**config.mk**
```make
export PLATFORM = sky130hd
export DESIGN_NAME = des_f_serial_flat
export DESIGN_NICKNAME = d
export VERILOG_FILES = /design/src/rtl/des_f_if.sv /design/src/rtl/des_f_serial.sv /design/src/flat_wrapper.sv
export SDC_FILE = /design/constraint.sdc
export NUM_CORES = 1
export LEC_CHECK = 0
export ABC_CLOCK_PERIOD_IN_PS = 5780
export CAP_MARGIN = 20
export CELL_PAD_IN_SITES_DETAIL_PLACEMENT = 2
export CELL_PAD_IN_SITES_GLOBAL_PLACEMENT = 2
export CORE_ASPECT_RATIO = 1.1
export CORE_MARGIN = 2
export CORE_UTILIZATION = 35
export DETAILED_ROUTE_END_ITERATION = 6
export HOLD_SLACK_MARGIN = 0.08
export MAX_ROUTING_LAYER = met4
export PLACE_DENSITY = 0.8
export RECOVER_POWER = 100
export SETUP_SLACK_MARGIN = 0.4
export SYNTH_ARGS = -nofsm -noshare
export SYNTH_HDL_FRONTEND = slang
export SYNTH_SLANG_ARGS = --single-unit
```
**constraint.sdc**
```tcl
create_clock -name clk -period 5.78 [get_ports clk]
set_clock_uncertainty 0.1 [all_clocks]
set_input_delay 0.867 -clock clk [delete_from_list [all_inputs] [get_ports clk]]
set_output_delay 0.867 -clock clk [all_outputs]
set_load 0.005 [all_outputs]
```
**src/rtl/des_f_if.sv**
```systemverilog
// Handshake bundle between the Feistel/key-schedule side and the serial DES f-function.
// The master drives operands and out_ready; the slave (des_f_serial) returns results.
interface des_f_if;
  logic        in_valid;
  logic        in_ready;
  logic [31:0] r_in;
  logic [47:0] k_in;
  logic        out_valid;
  logic        out_ready;
  logic [31:0] f_out;
  logic        busy;

  modport master (
    output in_valid, r_in, k_in, out_ready,
    input  in_ready, out_valid, f_out, busy
  );

  modport slave (
    input  in_valid, r_in, k_in, out_ready,
    output in_ready, out_valid, f_out, busy
  );
endinterface

```
**src/rtl/des_f_serial.sv**
```systemverilog
// Serial DES round function f(R,K): E + key mix, one S-box per cycle, then P.
// Define DES_F_SHUFFLE_EN to rotate the S-box evaluation order from an 8-bit LFSR.
module des_f_serial #(
  parameter logic [7:0] LFSR_SEED = 8'hA5
) (
  input logic   clk,
  input logic   rst,
  des_f_if.slave bus
);

  typedef enum logic [1:0] {IDLE, SBOX, DONE} state_t;

  // Each entry is one S-box, 64 nibbles in row-major order (row*16 + column).
  localparam logic [255:0] SBOX_TAB [8] = '{
    256'hE4D12FB83A6C5907_0F74E2D1A6CB9538_41E8D62BFC973A50_FC8249175B3EA06D,
    256'hF18E6B34972DC05A_3D47F28EC01A69B5_0E7BA4D158C6932F_D8A13F42B67C05E9,
    256'hA09E63F51DC7B428_D709346A285ECBF1_D6498F30B12C5AE7_1AD069874FE3B52C,
    256'h7DE3069A1285BC4F_D8B56F03472C1AE9_A690CB7DF13E5284_3F06A1D8945BC72E,
    256'h2C417AB6853FD0E9_EB2C47D150FA3986_421BAD78F9C5630E_B8C71E2D6F09A453,
    256'hC1AF92680D34E75B_AF427C9561DE0B38_9EF528C3704A1DB6_432C95FABE17608D,
    256'h4B2EF08D3C975A61_D0B7491AE35C2F86_14BDC37EAF680592_6BD814A7950FE23C,
    256'hD2846FB1A93E50C7_1FD8A374C56B0E92_7B419CE206ADF358_21E74A8DFC90356B
  };

  function automatic logic [47:0] expand(input logic [31:0] r);
    return {r[0], r[31:27], r[28:23], r[24:19], r[20:15],
            r[16:11], r[12:7], r[8:3], r[4:0], r[31]};
  endfunction

  function automatic logic [31:0] permute(input logic [31:0] s);
    return {s[16], s[25], s[12], s[11], s[3],  s[20], s[4],  s[15],
            s[31], s[17], s[9],  s[6],  s[27], s[14], s[1],  s[22],
            s[30], s[24], s[8],  s[18], s[0],  s[5],  s[29], s[23],
            s[13], s[19], s[2],  s[26], s[10], s[21], s[28], s[7]};
  endfunction

  function automatic logic [3:0] sbox(input logic [2:0] box, input logic [5:0] c);
    logic [5:0] idx;
    idx = {c[5], c[0], c[4:1]};
    return SBOX_TAB[box][255 - 4*int'(idx) -: 4];
  endfunction

  state_t      state;
  logic [2:0]  cnt;
  logic [47:0] mix;
  logic [31:0] acc;
  logic [2:0]  j;
  logic [5:0]  chunk;
  logic [3:0]  sout;
  logic [31:0] acc_next;

`ifdef DES_F_SHUFFLE_EN
  logic [7:0] lfsr;
  logic [2:0] start_off;

  // The start offset is the LFSR value seen at acceptance, before it steps.
  always_ff @(posedge clk or posedge rst) begin
    if (rst) begin
      lfsr      <= LFSR_SEED;
      start_off <= 3'd0;
    end else if (state == IDLE && bus.in_valid) begin
      lfsr      <= {lfsr[6:0], lfsr[7] ^ lfsr[5] ^ lfsr[4] ^ lfsr[3]};
      start_off <= lfsr[2:0];
    end
  end

  assign j = start_off + cnt;
`else
  assign j = cnt;
`endif

  always_comb begin
    chunk    = mix[47 - 6*int'(j) -: 6];
    sout     = sbox(j, chunk);
    acc_next = acc;
    acc_next[31 - 4*int'(j) -: 4] = sout;
  end

  // f_out is loaded from acc_next so the eighth nibble is included without an extra cycle.
  always_ff @(posedge clk or posedge rst) begin
    if (rst) begin
      state         <= IDLE;
      cnt           <= 3'd0;
      mix           <= 48'd0;
      acc           <= 32'd0;
      bus.in_ready  <= 1'b1;
      bus.out_valid <= 1'b0;
      bus.f_out     <= 32'd0;
      bus.busy      <= 1'b0;
    end else begin
      case (state)
        IDLE: begin
          if (bus.in_valid) begin
            mix          <= expand(bus.r_in) ^ bus.k_in;
            acc          <= 32'd0;
            cnt          <= 3'd0;
            state        <= SBOX;
            bus.in_ready <= 1'b0;
            bus.busy     <= 1'b1;
          end
        end
        SBOX: begin
          acc <= acc_next;
          if (cnt == 3'd7) begin
            cnt           <= 3'd0;
            state         <= DONE;
            bus.f_out     <= permute(acc_next);
            bus.out_valid <= 1'b1;
          end else begin
            cnt <= cnt + 3'd1;
          end
        end
        DONE: begin
          if (bus.out_ready) begin
            state         <= IDLE;
            bus.out_valid <= 1'b0;
            bus.in_ready  <= 1'b1;
            bus.busy      <= 1'b0;
          end
        end
        default: state <= IDLE;
      endcase
    end
  end

  seed_nonzero: assert property (@(posedge clk) LFSR_SEED != 8'h00);

endmodule

```
**src/flat_wrapper.sv**
```systemverilog
// flat-port wrapper written by rule: the top's interface ports become plain ports
module des_f_serial_flat 
#(
  parameter logic [7:0] LFSR_SEED = 8'hA5
)
  (clk, rst, bus_in_valid, bus_r_in, bus_k_in, bus_out_ready, bus_in_ready, bus_out_valid, bus_f_out, bus_busy);
  des_f_if bus_i ();
  input logic clk;
  input logic rst;
  input wire logic [$bits(bus_i.in_valid)-1:0] bus_in_valid;
  input wire logic [$bits(bus_i.r_in)-1:0] bus_r_in;
  input wire logic [$bits(bus_i.k_in)-1:0] bus_k_in;
  input wire logic [$bits(bus_i.out_ready)-1:0] bus_out_ready;
  output wire logic [$bits(bus_i.in_ready)-1:0] bus_in_ready;
  output wire logic [$bits(bus_i.out_valid)-1:0] bus_out_valid;
  output wire logic [$bits(bus_i.f_out)-1:0] bus_f_out;
  output wire logic [$bits(bus_i.busy)-1:0] bus_busy;
  assign bus_i.in_valid = bus_in_valid;
  assign bus_i.r_in = bus_r_in;
  assign bus_i.k_in = bus_k_in;
  assign bus_i.out_ready = bus_out_ready;
  assign bus_in_ready = bus_i.in_ready;
  assign bus_out_valid = bus_i.out_valid;
  assign bus_f_out = bus_i.f_out;
  assign bus_busy = bus_i.busy;
  des_f_serial #(.LFSR_SEED(LFSR_SEED)) u_core (.clk(clk), .rst(rst), .bus(bus_i));
endmodule
```
==> results.toml, run 1 <==
[run_status]
status = "finished, violations left"
violations = "max-capacitance violations, max-slew violations"

[clock_network]
cts_buffers = 17
root_buffer = "clkbuf_16"
clock_sinks = 116
cts_tree = "built"
clock_path_buffers = 2
cts_htree_levels = 4
insertion_delay_ns = 0.45
clk_pin_slew_worst_paths_ns = 0.07

[logic_synthesis]
synth.top_cell.area_share_pct = 27.83
synth_top_family_by_area = "compound AO/OA/AOI/OAI gates"
synthMuxAreaShare_pct = 9.425
synth_fa_ha_area_share_pct = 2.976
synth_simple_gate_area_share_pct = 20.40
yosysMostFrequentCell = "nand2_1"
synth-edff-count = 0
ys_types = 95
ys.flop_type = "dfrtp_1"
synth_commonest_cells = "nand2_1, dfrtp_1, o21ai_0"
synthCells = 1249
yosys.area.top_type = "dfrtp_1"
synth_area_um2 = 10340
synth_xor_area_share_pct = 4.561
synth_nets = 1357
ys_seq_elements = 116
ys_top_cells_by_area = "dfrtp_1, nand2_1, mux2i_1"
syn_avg_cell_area_um2 = 8.280
synth-async-reset-ratio_pct = 100.0
ys_warn_count = 0
synth_seq_area_share_pct = 28.08
synth_compound_area_share_pct = 27.76

[die]
ios = 119
die-area_um2 = 30940
num_rows = 66
die_x_um = 167.9
core_area_um2 = 29320
chipHeight_um = 184.3
start_util_pct = 35.28

[global_routing]
overflow = 0
grtUsageTotal_pct = 35.50
grt_max_degree = 99
antenna_found_initial = 1
grt_pass1_wl_um = 79940
first_global_vias = 12220

[routing]
drt-initial-drc-count = 1079
ant_nets = 0
viasPerCell = 6.617
avgRoutedWirePerCell_um = 31.06
wirelength_um = 54020
drt_first_pass_iters = 6
via_count = 11510
drc_errors = 0

[critical_path]
criticalPathCategory = "flop to flop"
cp-start-kind = "flop"
reg2reg_depth = 9
worstReg2RegStart = "u_core.cnt[2]"
crit_arrival_ns = 5.63
crit_required_ns = 5.96
r2r_slack_ns = 0.33
end_kind = "flop"
worst-path-max-fanout = 53
rr_endpoint = "u_core.acc[27]"

[cells_and_area]
fin_nets = 1459
area_growth_pct = 22.64
design_area_um2 = 12680
stdcell_count = 1739
drive_gt1_share_pct = 12.61

[sta]
hold_viol = 0
fin_crit_sh_pct = 94.36
max_freq_mhz = 183.4
rsz0062_at_grt = "no"
setup_viol = 0
slew_headroom_pct = -109.4
worst_pin_slew_ns = 3.124
finalCriticalPeriod_ns = 5.454
finalMaxSlewViolations = 106

[place]
dpl_cell_area_um2 = 11980
dp_hpwl_um = 36770
dp.cells = 1697
gp_congestion = 0.9919
port_buffers = 118

[worst_hold_path]
hp-start = "u_core.bus.in_ready"
hold_depth = 2
hold_path_class = "flop to flop"
hold_end = "u_core.bus.in_ready"

[run]
cap_violations = 2
[cells in the final DEF, fill, tap and decap left out, drive strengths merged, types with 6 or more instances in the layout]
cell type,count
nor3,41
nand3,32
nand4,12
a311o,6
nor3b,13
mux2i,58
nand2b,12
xnor2,52
o21ai,142
or3,14
a21o,6
mux4,15
nand2,161
a32o,9
nor2,91
a21oi,68
clkbuf,26
a41oi,11
o41ai,6
o211ai,19
inv,30
a211o,8
buf,70
dfrtp,115
and2,6
clkdlybuf4s50,80
o31ai,8
a2111oi,11
a311oi,8
dlygate4sd3,38
ha,23
o311ai,14
a211oi,21
o2111ai,7
nor4,13
and3,20
a31oi,10
[flip-flops by register name, indices dropped and copies added (netlist names)]
signal,count
u_core.acc,28
u_core.bus.busy,1
u_core.cnt,3
u_core.bus.out_valid,1
u_core.state,2
u_core.bus.f_out,32
u_core.bus.in_ready,1
u_core.mix,48
[layout make-up]
type,instances,area [µm²]
tap,374,467.9
sequential,116,2905
multi-input combinational,997,6783
timing repair buffer,195,1847
clock buffer,19,442.9
antenna,1,2.502
clock inverter,13,138.9
inverter,24,95.09
fill,3201,16630
[cell families after synthesis]
kind of cell / count (synthesis)
AND/OR/NAND/NOR: 435
AO/OA/AOI/OAI: 407
buffers and inverters: 136
flip-flops: 116
multiplexers: 78
XOR/XNOR: 53
adder cells (fa/ha/maj): 24
[layer usage]
layer	up-vias	track usage [%]	wire (µm)
met1	5909	44.51	22280
met5	-	-	0
met2	570	56.50	25350
met4	0	17.39	2816
met3	165	5.003	3564
li1	4863	-	-
[metrics by stage]
stage	util (%)	worst slack, ns	setup TNS, ns	hold WS [ns]
final	43.26	0.3260	0	0.3969
after global routing	43.26	0.2152	0	0.4118
after CTS	42.92	0.4397	0	0.3991
after detailed placement	40.86	-0.02354	-0.03182	0.3793
after global placement	40.86	0.1105	0	0.3576
after floorplan	-	1.145	0	0.3419
[worst max-delay path by stage]
stage	start	endpoint	slack, ns	cells past startpoint
2_1_floorplan	u_core.cnt[1]	u_core.bus.f_out[3]	1.14	17
3_3_place_gp	u_core.cnt[0]	u_core.bus.f_out[13]	0.11	15
3_5_place_dp	u_core.cnt[0]	u_core.bus.f_out[29]	-0.02	15
4_1_cts	u_core.cnt[0]	u_core.bus.f_out[31]	0.44	15
5_1_grt	u_core.cnt[1]	u_core.bus.f_out[31]	0.22	16
6_report	u_core.cnt[2]	u_core.acc[27]	0.33	9
[timing repair]
item	in CTS	in global routing
buffers inserted	0	6
endpoints found under the setup margin	26	60
hold buffers	0	0
cloned	0	1
resized for setup	4	10
hold endpoints to repair	0	0
pin swaps	0	4
[critical path: stages (launching register included)]
cell	delay (ns)
dfrtp_1	0.59
clkbuf_1	1.41
buf_4	0.72
nor2_1	0.37
o311ai_0	0.75
a311o_1	0.35
o31ai_1	0.11
a311oi_2	0.20
clkbuf_2	0.40
o21ai_0	0.24
Power of run 1 is not shown: default switching activity piles up to over one toggle a cycle in this logic, so the estimate is an artifact.
==> run 2: changes to the inputs <==
--- a/config.mk
+++ b/config.mk
@@ -6,7 +6,6 @@
 export NUM_CORES = 1
 export LEC_CHECK = 0
 export ABC_CLOCK_PERIOD_IN_PS = 5780
-export CAP_MARGIN = 20
 export CELL_PAD_IN_SITES_DETAIL_PLACEMENT = 2
 export CELL_PAD_IN_SITES_GLOBAL_PLACEMENT = 2
 export CORE_ASPECT_RATIO = 1.1
@@ -15,7 +14,7 @@
 export DETAILED_ROUTE_END_ITERATION = 6
 export HOLD_SLACK_MARGIN = 0.08
 export MAX_ROUTING_LAYER = met4
-export PLACE_DENSITY = 0.8
+export PLACE_DENSITY = 0.89
 export RECOVER_POWER = 100
 export SETUP_SLACK_MARGIN = 0.4
 export SYNTH_ARGS = -nofsm -noshare
==> constraint.sdc (replaced) <==
create_clock -name clk -period 5.78 [get_ports clk]
set_clock_uncertainty 0.1 [all_clocks]
set_input_delay 1.156 -clock clk [delete_from_list [all_inputs] [get_ports clk]]
set_output_delay 1.156 -clock clk [all_outputs]
set_load 0.005 [all_outputs]
==> run 2 against run 1 <==
Effect of this change:
- the run still ends with max-capacitance violations, max-slew violations left
- sequential share of layout area about the same
- sequential cell count is the same
- via count rose by 10%
- utilization rose by 0.064 points
- global-route usage rose by 7.1 points
- critical path type unchanged
- critical endpoint is now u_core.bus.f_out[3]
- largest cell class unchanged
- highest routed layer unchanged
==> results.toml, run 2 (same netlist as run 1, synthesis figures left out) <==
[run_status]
status = "finished, violations left"
violations = "max-capacitance violations, max-slew violations"

[routing]
drt_first_pass_iters = 6
drt-initial-drc-count = 1643
viasPerCell = 7.334
drc_errors = 0
wirelength_um = 65070
avgRoutedWirePerCell_um = 37.61
ant_nets = 0
via_count = 12690

[place]
dpl_cell_area_um2 = 11930
port_buffers = 118
pre_cts_slack_ns = 0.1215
dp.cells = 1692
dp_hpwl_um = 38260
gp_congestion = 1.032

[global_routing]
antenna_found_initial = 1
grt_max_degree = 99
overflow = 0
first_global_vias = 13360
grt_pass1_wl_um = 94430
grtUsageTotal_pct = 42.57

[clock_network]
cts_htree_levels = 4
clk_pin_slew_worst_paths_ns = 0.07
insertion_delay_ns = 0.45
root_buffer = "clkbuf_16"
cts_buffers = 17
clock_path_buffers = 2
clock_sinks = 116
cts_tree = "built"

[critical_path]
crit_required_ns = 5.97
crit_slowest_cell = "a2111oi_0"
reg2reg_depth = 13
r2r_slack_ns = 0.21
worst-path-max-fanout = 29
worstReg2RegStart = "u_core.cnt[2]"
critPathLaunch = "u_core.cnt[2]"
path_cells = "ha_1 > nor2b_1 > buf_4 > or3_1 > a31oi_1 > o211a_1 > nor2_1 > a2111oi_0 > o2bb2ai_1 > o221ai_1 > a32oi_2 > buf_12 > o21ai_0"
crit_arrival_ns = 5.76
cp_slowest_stage_delay_ns = 0.83
cp-start-kind = "flop"
rr_endpoint = "u_core.bus.f_out[3]"
end_kind = "flop"
criticalPathCategory = "flop to flop"
crit_end = "u_core.bus.f_out[3]"

[die]
core_area_um2 = 29320
num_rows = 66
ios = 119
chipHeight_um = 184.3
die-area_um2 = 30940
start_util_pct = 35.28
die_x_um = 167.9

[cells_and_area]
design_area_um2 = 12700
nFillCells = 3137
largest_register = "u_core.mix"
multi_input_area_um2 = 6878
fin_nets = 1450
largest_reg_flops = 48
reg_top3 = "u_core.mix (48), u_core.bus.f_out (32), u_core.acc (28)"
layout_commonest_cell = "nand2_1"
final_cell_mix = "nand2_1, o21ai_0, dfrtp_1, nor2_1, clkdlybuf4s50_1"
area_growth_pct = 22.82
regArea_um2 = 2907
drive_gt1_share_pct = 12.92
stdcell_count = 1730

[sta]
worst_pin_slew_ns = 3.518
finalMaxSlewViolations = 174
slew_headroom_pct = -135.8
hold_viol = 0
rsz0062_at_grt = "no"
finalCriticalPeriod_ns = 5.569
max_freq_mhz = 179.6
setup-tns-final_ns = 0
fin_crit_sh_pct = 96.36
fin_ws_ns = 0.2106
setup_viol = 0

[worst_hold_path]
hold_path_class = "flop to flop"

[run]
cap_violations = 2
-- run 2: metal layers --
metal | global-route usage, % | routed length, µm | vias up
li1 | - | - | 4879
met1 | 49.60 | 23680 | 6277
met2 | 67.77 | 29890 | 1128
met3 | 7.967 | 6364 | 403
met4 | 27.37 | 5123 | 0
met5 | - | 0 | -
-- run 2: timing repair --
| item | 4_1_cts | 5_1_grt |
|---|---|---|
| resized for setup | 7 | 22 |
| setup endpoints to repair | 45 | 60 |
| pin swaps | 1 | 5 |
| setup buffers | 1 | 3 |
| gates cloned | 0 | 1 |
| hold buffers | 0 | 0 |
-- run 2: worst min path at each step --
stage | startpoint | end | slack (ns) | depth (start not counted)
after floorplan | u_core.acc[31] | u_core.acc[31] | 0.34 | 2
after global placement | u_core.bus.in_ready | u_core.bus.in_ready | 0.36 | 2
after CTS | u_core.acc[11] | u_core.acc[11] | 0.41 | 2
after global routing | u_core.acc[10] | u_core.acc[10] | 0.46 | 2
after detailed placement | u_core.acc[22] | u_core.acc[22] | 0.37 | 2
final | u_core.bus.f_out[26] | u_core.bus.f_out[26] | 0.44 | 2
-- run 2: through the flow --
step | utilization (%) | hold WS (ns)
finish | 43.32 | 0.4365
global route | 43.32 | 0.4634
CTS | 42.92 | 0.4060
detailed placement | 40.69 | 0.3747
global placement | 40.69 | 0.3561
floorplan | - | 0.3419
-- run 2: cell type report --
class	instances	area share [%]
diodes	1	0.01970
clock buffers	18	3.458
clock inverters	14	1.340
inverters	24	0.7191
multi-input cells	998	54.15
flip-flops and latches	116	22.88
well taps	374	3.684
repair buffers	185	13.74
-- run 2: worst max-delay path: cells and delay by family, from the launching register on --
family | cells | cell delay (ns)
adder cells (fa/ha/maj) | 1 | 0.59
buffers and inverters | 2 | 0.47
flip-flops | 1 | 0.63
AO/OA/AOI/OAI | 7 | 2.88
AND/OR/NAND/NOR | 3 | 0.74
Power of run 2 is left out for the same reason.
==> run 3: changes to the inputs <==
--- a/config.mk
+++ b/config.mk
@@ -12,6 +12,7 @@
 export CORE_MARGIN = 2
 export CORE_UTILIZATION = 35
 export DETAILED_ROUTE_END_ITERATION = 6
+export GPL_ROUTABILITY_DRIVEN = 0
 export HOLD_SLACK_MARGIN = 0.08
 export MAX_ROUTING_LAYER = met4
 export PLACE_DENSITY = 0.89
==> run 3 against run 2 <==
Effect of this change:
- the run ends with design-rule violations, max-capacitance violations, max-slew violations, negative setup slack left
- critical path depth grew 3
- first-iteration DRC count grew 15%
- non-clock buffer count shrank 6
- critical path type unchanged
- critical endpoint is now u_core.acc[14]
==> results.toml, run 3 (same netlist as run 1, synthesis figures left out) <==
[run_status]
status = "finished, violations left"
violations = "design-rule violations, max-capacitance violations, max-slew violations, negative setup slack"

[place]
port_buffers = 118
dp_hpwl_um = 36050
dpl_cell_area_um2 = 11770
pre_cts_slack_ns = 0.2383
dp.cells = 1674

[critical_path]
crit_required_ns = 6.00
criticalPathCategory = "flop to flop"
crit_arrival_ns = 6.03
cp-start-kind = "flop"
critPathLaunch = "u_core.cnt[1]"
worstReg2RegStart = "u_core.cnt[1]"
worst-path-max-fanout = 28
end_kind = "flop"

[sta]
hold_viol = 0
fin_crit_sh_pct = 100.5
setup-tns-final_ns = -0.06801
setup_viol = 7
max_freq_mhz = 172.1
finalMaxSlewViolations = 183
worst_pin_slew_ns = 3.485
slew_headroom_pct = -133.6
fin_ws_ns = -0.03109
finalCriticalPeriod_ns = 5.811

[die]
num_rows = 66
core_area_um2 = 29320
die-area_um2 = 30940
chipHeight_um = 184.3
start_util_pct = 35.28
ios = 119
die_x_um = 167.9

[cells_and_area]
largest_reg_flops = 48
area_growth_pct = 22.50
drive_gt1_share_pct = 12.54
layout_commonest_cell = "nand2_1"
largest_register = "u_core.mix"
final_cell_mix = "nand2_1, dfrtp_1, o21ai_0, nor2_1, clkdlybuf4s50_1"
design_area_um2 = 12670
stdcell_count = 1725
nFillCells = 3102
fin_nets = 1444
reg_top3 = "u_core.mix (48), u_core.bus.f_out (32), u_core.acc (28)"

[global_routing]
antenna_found_initial = 2
grt_max_degree = 98
grt_pass1_wl_um = 88460
first_global_vias = 13260
overflow = 0
grtUsageTotal_pct = 39.32

[routing]
ant_nets = 0
wirelength_um = 66010
viasPerCell = 7.503
avgRoutedWirePerCell_um = 38.27
via_count = 12940
drc_errors = 6
drt-initial-drc-count = 1895
drt_first_pass_iters = 7

[run]
cap_violations = 3

[clock_network]
insertion_delay_ns = 0.46
cts_tree = "built"
cts_buffers = 17
cts_htree_levels = 4
clock_path_buffers = 2
clock_sinks = 116
clk_pin_slew_worst_paths_ns = 0.07
root_buffer = "clkbuf_16"

[worst_hold_path]
hold_path_class = "flop to flop"
hp-start = "u_core.acc[19]"
## run 3: cell types whose count changed in the layout (fill, tap and decap cells not counted), sizes merged
cell / before / now
diode: 1 / 3
inv: 28 / 24
bufbuf: 0 / 1
buf: 64 / 53
clkinvlp: 3 / 5
clkbuf: 21 / 26
## run 3: final timing paths
| check | end | slack [ns] | cells past startpoint |
|---|---|---|---|
| hold / removal | u_core.acc[19] | 0.41 | 2 |
| min in group asynchronous | u_core.bus.f_out[1] | 2.08 | 2 |
| setup / recovery | u_core.acc[14] | -0.03 | 16 |
| setup reg to reg | u_core.acc[14] | -0.03 | 16 |
| max in group asynchronous | u_core.mix[39] | 1.05 | 3 |
| hold reg to reg | u_core.acc[19] | 0.41 | 2 |
## run 3: area by class of cell
type / count / area [µm²] / area share (%)
Clock buffer: 19 / 442.9 / 3.496
Timing Repair Buffer: 179 / 1704 / 13.45
Tap cell: 374 / 467.9 / 3.694
Clock inverter: 12 / 131.4 / 1.037
Sequential cell: 116 / 2905 / 22.93
Antenna cell: 3 / 7.507 / 0.05926
Inverter: 24 / 92.59 / 0.7309
Multi-Input combinational cell: 998 / 6917 / 54.60
## run 3: critical path, stage by stage (launching register included)
cell	delay (ns)
dfrtp_1	0.40
buf_4	0.22
ha_1	0.25
fa_2	0.65
buf_6	0.25
inv_1	0.13
nor4b_4	0.45
nor4_4	0.16
nor4_4	0.46
clkbuf_16	0.32
mux2i_1	0.18
o211a_1	0.43
o21ai_0	0.37
o2111ai_1	0.24
a32oi_1	0.35
clkbuf_2	0.49
o21ai_1	0.19
## run 3: routing by layer
metal,GRT usage (%),wire (µm)
met5,-,0
met4,25.91,5816
met3,10.72,7572
met2,62.12,29600
met1,43.85,23020
## run 3: metrics by stage
step	hold WS [ns]	util (%)
2_1_floorplan	0.3419	-
3_3_place_gp	0.3585	40.15
3_5_place_dp	0.3720	40.15
4_1_cts	0.4032	42.52
5_1_grt	0.4444	43.21
6_report	0.4110	43.21
## run 3: what timing repair did
action / CTS / global route
buffers inserted: 3 / 11
gates cloned: 1 / 2
hold buffers: 0 / 0
pin swaps: 4 / 3
gates resized for setup: 12 / 23
endpoints found under the setup margin: 60 / 60
Power of run 3 is left out for the same reason.
